### src/rtl/count_seq_pkg.sv
// Shared command encoding, FSM state type and helpers for the count sequencer.
package count_seq_pkg;

  localparam logic [3:0] OP_CTRL   = 4'h0;
  localparam logic [3:0] OP_INT    = 4'h1;
  localparam logic [3:0] OP_SETTLE = 4'h2;
  localparam logic [3:0] OP_NPAT   = 4'h3;

  localparam logic [15:0] CMD_STOP  = 16'h0000;
  localparam logic [15:0] CMD_START = 16'h0001;
  localparam logic [15:0] CMD_READ  = 16'h0003;

  typedef enum logic [2:0] {
    IDLE,
    TRIG,
    SETTLE,
    GATE,
    HOLD,
    LATCH
  } state_t;

  // A zero integration time or pattern count behaves as one.
  function automatic logic [11:0] at_least_one(input logic [11:0] v);
    return (v == 12'd0) ? 12'd1 : v;
  endfunction

endpackage

### src/rtl/count_sequencer_tick_timer.sv
// Interval timer: TICK-cycle prescaler feeding a 12-bit unit down-counter.
module tick_timer #(
  parameter int TICK = 100
) (
  input  logic        CLK,
  input  logic        RST_N,
  input  logic        load,
  input  logic [11:0] units,
  input  logic        clear,
  output logic        expire
);
  localparam int PW = (TICK > 1) ? $clog2(TICK) : 1;
  localparam logic [PW-1:0] PRE_TOP = PW'(TICK - 1);

  logic          active_q;
  logic [PW-1:0] pre_q;
  logic [11:0]   unit_q;

  always_ff @(posedge CLK) begin
    if (!RST_N) begin
      active_q <= 1'b0;
    end else if (clear) begin
      active_q <= 1'b0;
    end else if (load) begin
      active_q <= 1'b1;
    end else if (active_q && pre_q == '0 && unit_q == '0) begin
      active_q <= 1'b0;
    end
  end

  // Interval covers units*TICK cycles starting the cycle after load.
  always_ff @(posedge CLK) begin
    if (load) begin
      pre_q  <= PRE_TOP;
      unit_q <= units - 12'd1;
    end else if (active_q) begin
      if (pre_q == '0) begin
        pre_q  <= PRE_TOP;
        unit_q <= unit_q - 12'd1;
      end else begin
        pre_q <= pre_q - 1'b1;
      end
    end
  end

  assign expire = active_q && (pre_q == '0) && (unit_q == '0);

endmodule

### src/rtl/count_sequencer.sv
// Per-pattern acquisition sequencer: command decode, config registers,
// trigger/settle/gate/latch FSM and the SPI transmit holding register.
module count_sequencer
  import count_seq_pkg::*;
#(
  parameter int TICK        = 100,
  parameter int COUNT_WIDTH = 16
) (
  input  logic                   CLK,
  input  logic                   RST_N,
  input  logic [15:0]            RX,
  input  logic                   RX_VALID,
  input  logic [COUNT_WIDTH-1:0] COUNT_VAL,
  input  logic                   TX_ACK,
  output logic                   PATTERN_TRIG,
  output logic                   COUNT_CLR,
  output logic                   COUNT_EN,
  output logic [COUNT_WIDTH-1:0] TX_DATA,
  output logic                   TX_VALID,
  output logic [11:0]            PATTERN_IDX,
  output logic                   BUSY,
  output logic                   DONE
);
  state_t      state_q, state_d;
  logic [11:0] int_q, settle_q, npat_q;
  logic        has_result_q;
  logic [3:0]  opcode;
  logic        start_cmd, stop_cmd, read_cmd, cfg_wr;
  logic [11:0] gate_units, timer_units;
  logic        last_pat, timer_load, timer_expire;

  assign opcode     = RX[15:12];
  assign start_cmd  = RX_VALID && (RX == CMD_START);
  assign stop_cmd   = RX_VALID && (RX == CMD_STOP);
  assign read_cmd   = RX_VALID && (RX == CMD_READ);
  assign cfg_wr     = RX_VALID && (state_q == IDLE);
  assign gate_units = at_least_one(int_q);
  assign last_pat   = (PATTERN_IDX == (at_least_one(npat_q) - 12'd1));

  // TRIG arms either the settle or the gate interval; SETTLE expiry re-arms for the gate.
  assign timer_load  = (state_q == TRIG) || ((state_q == SETTLE) && timer_expire);
  assign timer_units = ((state_q == TRIG) && (settle_q != 12'd0)) ? settle_q : gate_units;

  tick_timer #(.TICK(TICK)) u_timer (
    .CLK    (CLK),
    .RST_N  (RST_N),
    .load   (timer_load),
    .units  (timer_units),
    .clear  (stop_cmd),
    .expire (timer_expire)
  );

  always_ff @(posedge CLK) begin
    if (!RST_N) begin
      int_q    <= 12'd1;
      settle_q <= 12'd0;
      npat_q   <= 12'd1;
    end else if (cfg_wr) begin
      case (opcode)
        OP_INT:    int_q    <= RX[11:0];
        OP_SETTLE: settle_q <= RX[11:0];
        OP_NPAT:   npat_q   <= RX[11:0];
        default:   ;
      endcase
    end
  end

  always_ff @(posedge CLK) begin
    if (!RST_N) state_q <= IDLE;
    else        state_q <= state_d;
  end

  always_comb begin
    state_d = state_q;
    if (stop_cmd) begin
      state_d = IDLE;
    end else begin
      case (state_q)
        IDLE:    if (start_cmd) state_d = TRIG;
        TRIG:    state_d = (settle_q == 12'd0) ? GATE : SETTLE;
        SETTLE:  if (timer_expire) state_d = GATE;
        GATE:    if (timer_expire) state_d = HOLD;
        HOLD:    if (!TX_VALID) state_d = LATCH;
        LATCH:   state_d = last_pat ? IDLE : TRIG;
        default: state_d = IDLE;
      endcase
    end
  end

  always_comb begin
    PATTERN_TRIG = (state_q == TRIG);
    COUNT_CLR    = (state_q == TRIG);
    COUNT_EN     = (state_q == GATE);
    BUSY         = (state_q != IDLE);
    DONE         = (state_q == LATCH) && last_pat && !stop_cmd;
  end

  // An abort in the LATCH cycle discards the latch and leaves the index where it was.
  always_ff @(posedge CLK) begin
    if (!RST_N) begin
      PATTERN_IDX  <= 12'd0;
      TX_DATA      <= '0;
      has_result_q <= 1'b0;
    end else if (state_q == IDLE && start_cmd) begin
      PATTERN_IDX  <= 12'd0;
      has_result_q <= 1'b0;
    end else if (state_q == LATCH && !stop_cmd) begin
      TX_DATA      <= COUNT_VAL;
      has_result_q <= 1'b1;
      if (!last_pat) PATTERN_IDX <= PATTERN_IDX + 12'd1;
    end
  end

  always_ff @(posedge CLK) begin
    if (!RST_N)                                      TX_VALID <= 1'b0;
    else if (stop_cmd)                               TX_VALID <= 1'b0;
    else if (state_q == LATCH)                       TX_VALID <= 1'b1;
    else if (read_cmd && !TX_VALID && has_result_q)  TX_VALID <= 1'b1;
    else if (TX_ACK)                                 TX_VALID <= 1'b0;
  end

endmodule

### config.mk
export PLATFORM = sky130hd
export DESIGN_NAME = count_sequencer
export DESIGN_NICKNAME = d
export VERILOG_FILES = /design/src/rtl/count_seq_pkg.sv /design/src/rtl/count_sequencer_tick_timer.sv /design/src/rtl/count_sequencer.sv
export SDC_FILE = /design/constraint.sdc
export NUM_CORES = 1
export LEC_CHECK = 0
export CAP_MARGIN = 0
export CORE_ASPECT_RATIO = 0.8
export CORE_MARGIN = 10
export CORE_UTILIZATION = 45
export CTS_CLUSTER_SIZE = 12
export DETAILED_ROUTE_END_ITERATION = 12
export PLACE_DENSITY = 0.65
export SLEW_MARGIN = 20
export SYNTH_ARGS = -nofsm -noshare
export SYNTH_HDL_FRONTEND = slang
export SYNTH_HIERARCHICAL = 1
export SYNTH_SLANG_ARGS = --single-unit
### constraint.sdc
create_clock -name CLK -period 10.8 [get_ports CLK]
set_input_delay 2.16 -clock CLK [delete_from_list [all_inputs] [get_ports CLK]]
set_output_delay 2.16 -clock CLK [all_outputs]
set_load 0.01 [all_outputs]
==> reports/results.ini <==
[grt]
grt_pass1_vias=4138
antenna_found_initial=1
grt_pass1_wl_um=21400
grt_remaining_overflow=0
grt_max_degree=58
track_usage=0.168

[cells_and_area]
multiInputGateArea_um2=2850
n_fill_cell=1011
post_route_cells_drive_above_1_share=0.0762
fin_util=0.554
regArea_um2=1900
stdcell_count=749
nets=640
area_growth_pct=20.9
stdcell_area_um2=5990

[drt]
vias_per_cell=5.61
drc=0
wire_per_inst_um=17.2
drtIter0Drc=344
dr_wl_met3_um=956
via_count=4199
drtAntennaViolNets=0
dr.pass1.iters=4
wl_um=12900
wl_met1_um=6360
top_layer=met4
dr_wl_met2_um=5420

[floorplan]
start_util=0.459
rows=34
ios=70
die_h_um=114
die-area_um2=15600
core_area_um2=10800
dieWidth_um=137

[sta]
hold_violations=0
setup_tns_ps=0
setup_violations=0
worstMarginPinSlew_ps=1070
fmax_ghz=0.144
maxSlewViolCount=0
relSlewSlack=0.283
rsz0062_at_grt=false
timing.final.crit_share=0.643
hold_slack_ps=469
finalClockSkew_ps=7.07
setup_slack_ps=3860
final.min_clock_period_ps=6940

[clock_tree]
clk_pin_slew_ps=70
hold_buffers=0
numCtsBuffers=9
cts_max_level=3
ctsResizeCount=0
cts_root_buf=clkbuf_16
cts_tree=yes
cts_setup_buffers=0
clock_path_buffers=2
clock_latency_ps=340
clkSinkCount=89

[power]
ir_worst_vdd_mv=0.0721
p_leak_nw=2.23
power.density_nw_per_um2=123
power_mw=0.737

[worst_setup_path]
crit_type=in -> out
cp_slowest_stage_delay_ps=560
required_ps=8640
critPathSlowestCell=or2_2
cp-end-kind=output port
crit_path_max_fanout=34
crit_chain=clkdlybuf4s50_1, nor4_1, nand4_1, nor3_1, or2_2, nor2_1, clkdlybuf4s50_1
crit_family=simple AND/OR/NAND/NOR gates
critPathBufInv=2
startpoint_type=input port
arrival_ps=4780
crit_top_cell=clkdlybuf4s50_1
worst-r2r-setup-slack_ps=7120
critical_path.startpoint=RX[2]
r2r-end=u_timer/unit_q[6]
rr_worst_depth=11
reg2reg_from=u_timer/pre_q[3]

[synth]
synth.avg_cell_area_um2=9.08
post-synth-top-area-cell=dfxtp_1
synth_area_leaders=dfxtp_1 (31%), mux2i_1 (9.9%), edfxtp_1 (7.3%)
yosysTopAreaCellShare=0.311
seq_area_frac_synth=0.384
synthArstFlopShare=0
synthTopCellsByCount=dfxtp_1 (77), nand2_1 (61), mux2i_1 (49)
yosys.cell_count.top_type=dfxtp_1
ys.flop_type=dfxtp_1
syn-num-nets=587
synth_edf_count=12
syn_inst=546
syn_area_um2=4960
yosysWarnings=6
ys_types=67
synth-seq-cells=89

[place]
detailed_place_hpwl_um=9570
routabilityCongestion=0.835
pre_cts_ws_ps=3890
placed_cells=732
portBuffers=69
placed_area_um2=5700

[outcome]
outcome=completed

[hold_path]
min_path_cells=2
hp-class=reg -> reg
hp-start=TX_DATA[15]
worstHoldEndpoint=TX_DATA[15]

[flow_run]
cap_violations=0

-- where the power goes --
group          total, mW  switching, mW  internal, mW
Sequential         0.363         0.0142         0.349
Clock              0.302          0.141         0.161
Combinational     0.0717         0.0336        0.0381
-- area by class of cell --
| cell class | count | share of cell area |
|---|---|---|
| Multi-Input combinational cell | 412 | 0.475 |
| Timing Repair Buffer | 73 | 0.120 |
| Inverter | 14 | 0.00877 |
| Clock buffer | 9 | 0.0376 |
| Tap cell | 144 | 0.0301 |
| Antenna cell | 1 | 0.000418 |
| Sequential cell | 89 | 0.317 |
| Clock inverter | 7 | 0.0104 |
-- worst max path at each step --
stage | to | slack [ps] | cells after the start
floorplan | DONE | 4820 | 8
global placement | DONE | 3940 | 7
finish | DONE | 3860 | 7
detailed placement | DONE | 3890 | 7
CTS | DONE | 3870 | 7
global route | DONE | 3580 | 7
-- layer usage --
metal / up-vias / track usage
li1: 2086 / -
met1: 1989 / 0.230
met2: 113 / 0.245
met3: 11 / 0.0628
met4: 0 / 0.0414
met5: - / 0
-- placed cells by master, fill, tap and decap left out, drive strengths merged, types with 5 or more instances in the layout --
cell	Yosys	final
dfxtp	77	77
clkdlybuf4s50	0	69
nand2	61	61
mux2i	49	49
nor2b	37	37
nor2	21	21
a21boi	21	21
inv	14	18
a21oi	17	17
xnor2	16	16
nor4	16	16
nor3	15	15
nand3	13	13
o21ai	13	13
edfxtp	12	12
or4	12	12
mux2	11	11
xor2	10	10
clkbuf	17	9
o31ai	9	9
nand4	8	8
nand2b	7	7
or3	7	7
o211ai	5	5
ha	5	5
nor3b	5	5
-- registers in the layout (all words and copies together) (netlist names) --
| register | cells |
|---|---|
| TX_DATA | 16 |
| PATTERN_IDX | 12 |
| int_q | 12 |
| npat_q | 12 |
| settle_q | 12 |
| u_timer/unit_q | 12 |
| u_timer/pre_q | 7 |
| state_q | 3 |
| TX_VALID | 1 |
| has_result_q | 1 |
| u_timer/active_q | 1 |
-- cell families after synthesis --
logic type      synth area share
compound gates             0.134
xor+xnor                  0.0507
fa+ha+maj                 0.0126
buf+inv                   0.0429
flops                      0.384
mux                        0.124
simple gates               0.252
-- tightest hold or removal path: stages (launching register included) --
cell and delay [ps]:
dfxtp_1 310, nand2_1 50, a21boi_0 60
No activity file was read; power rests on OpenSTA's default activity.
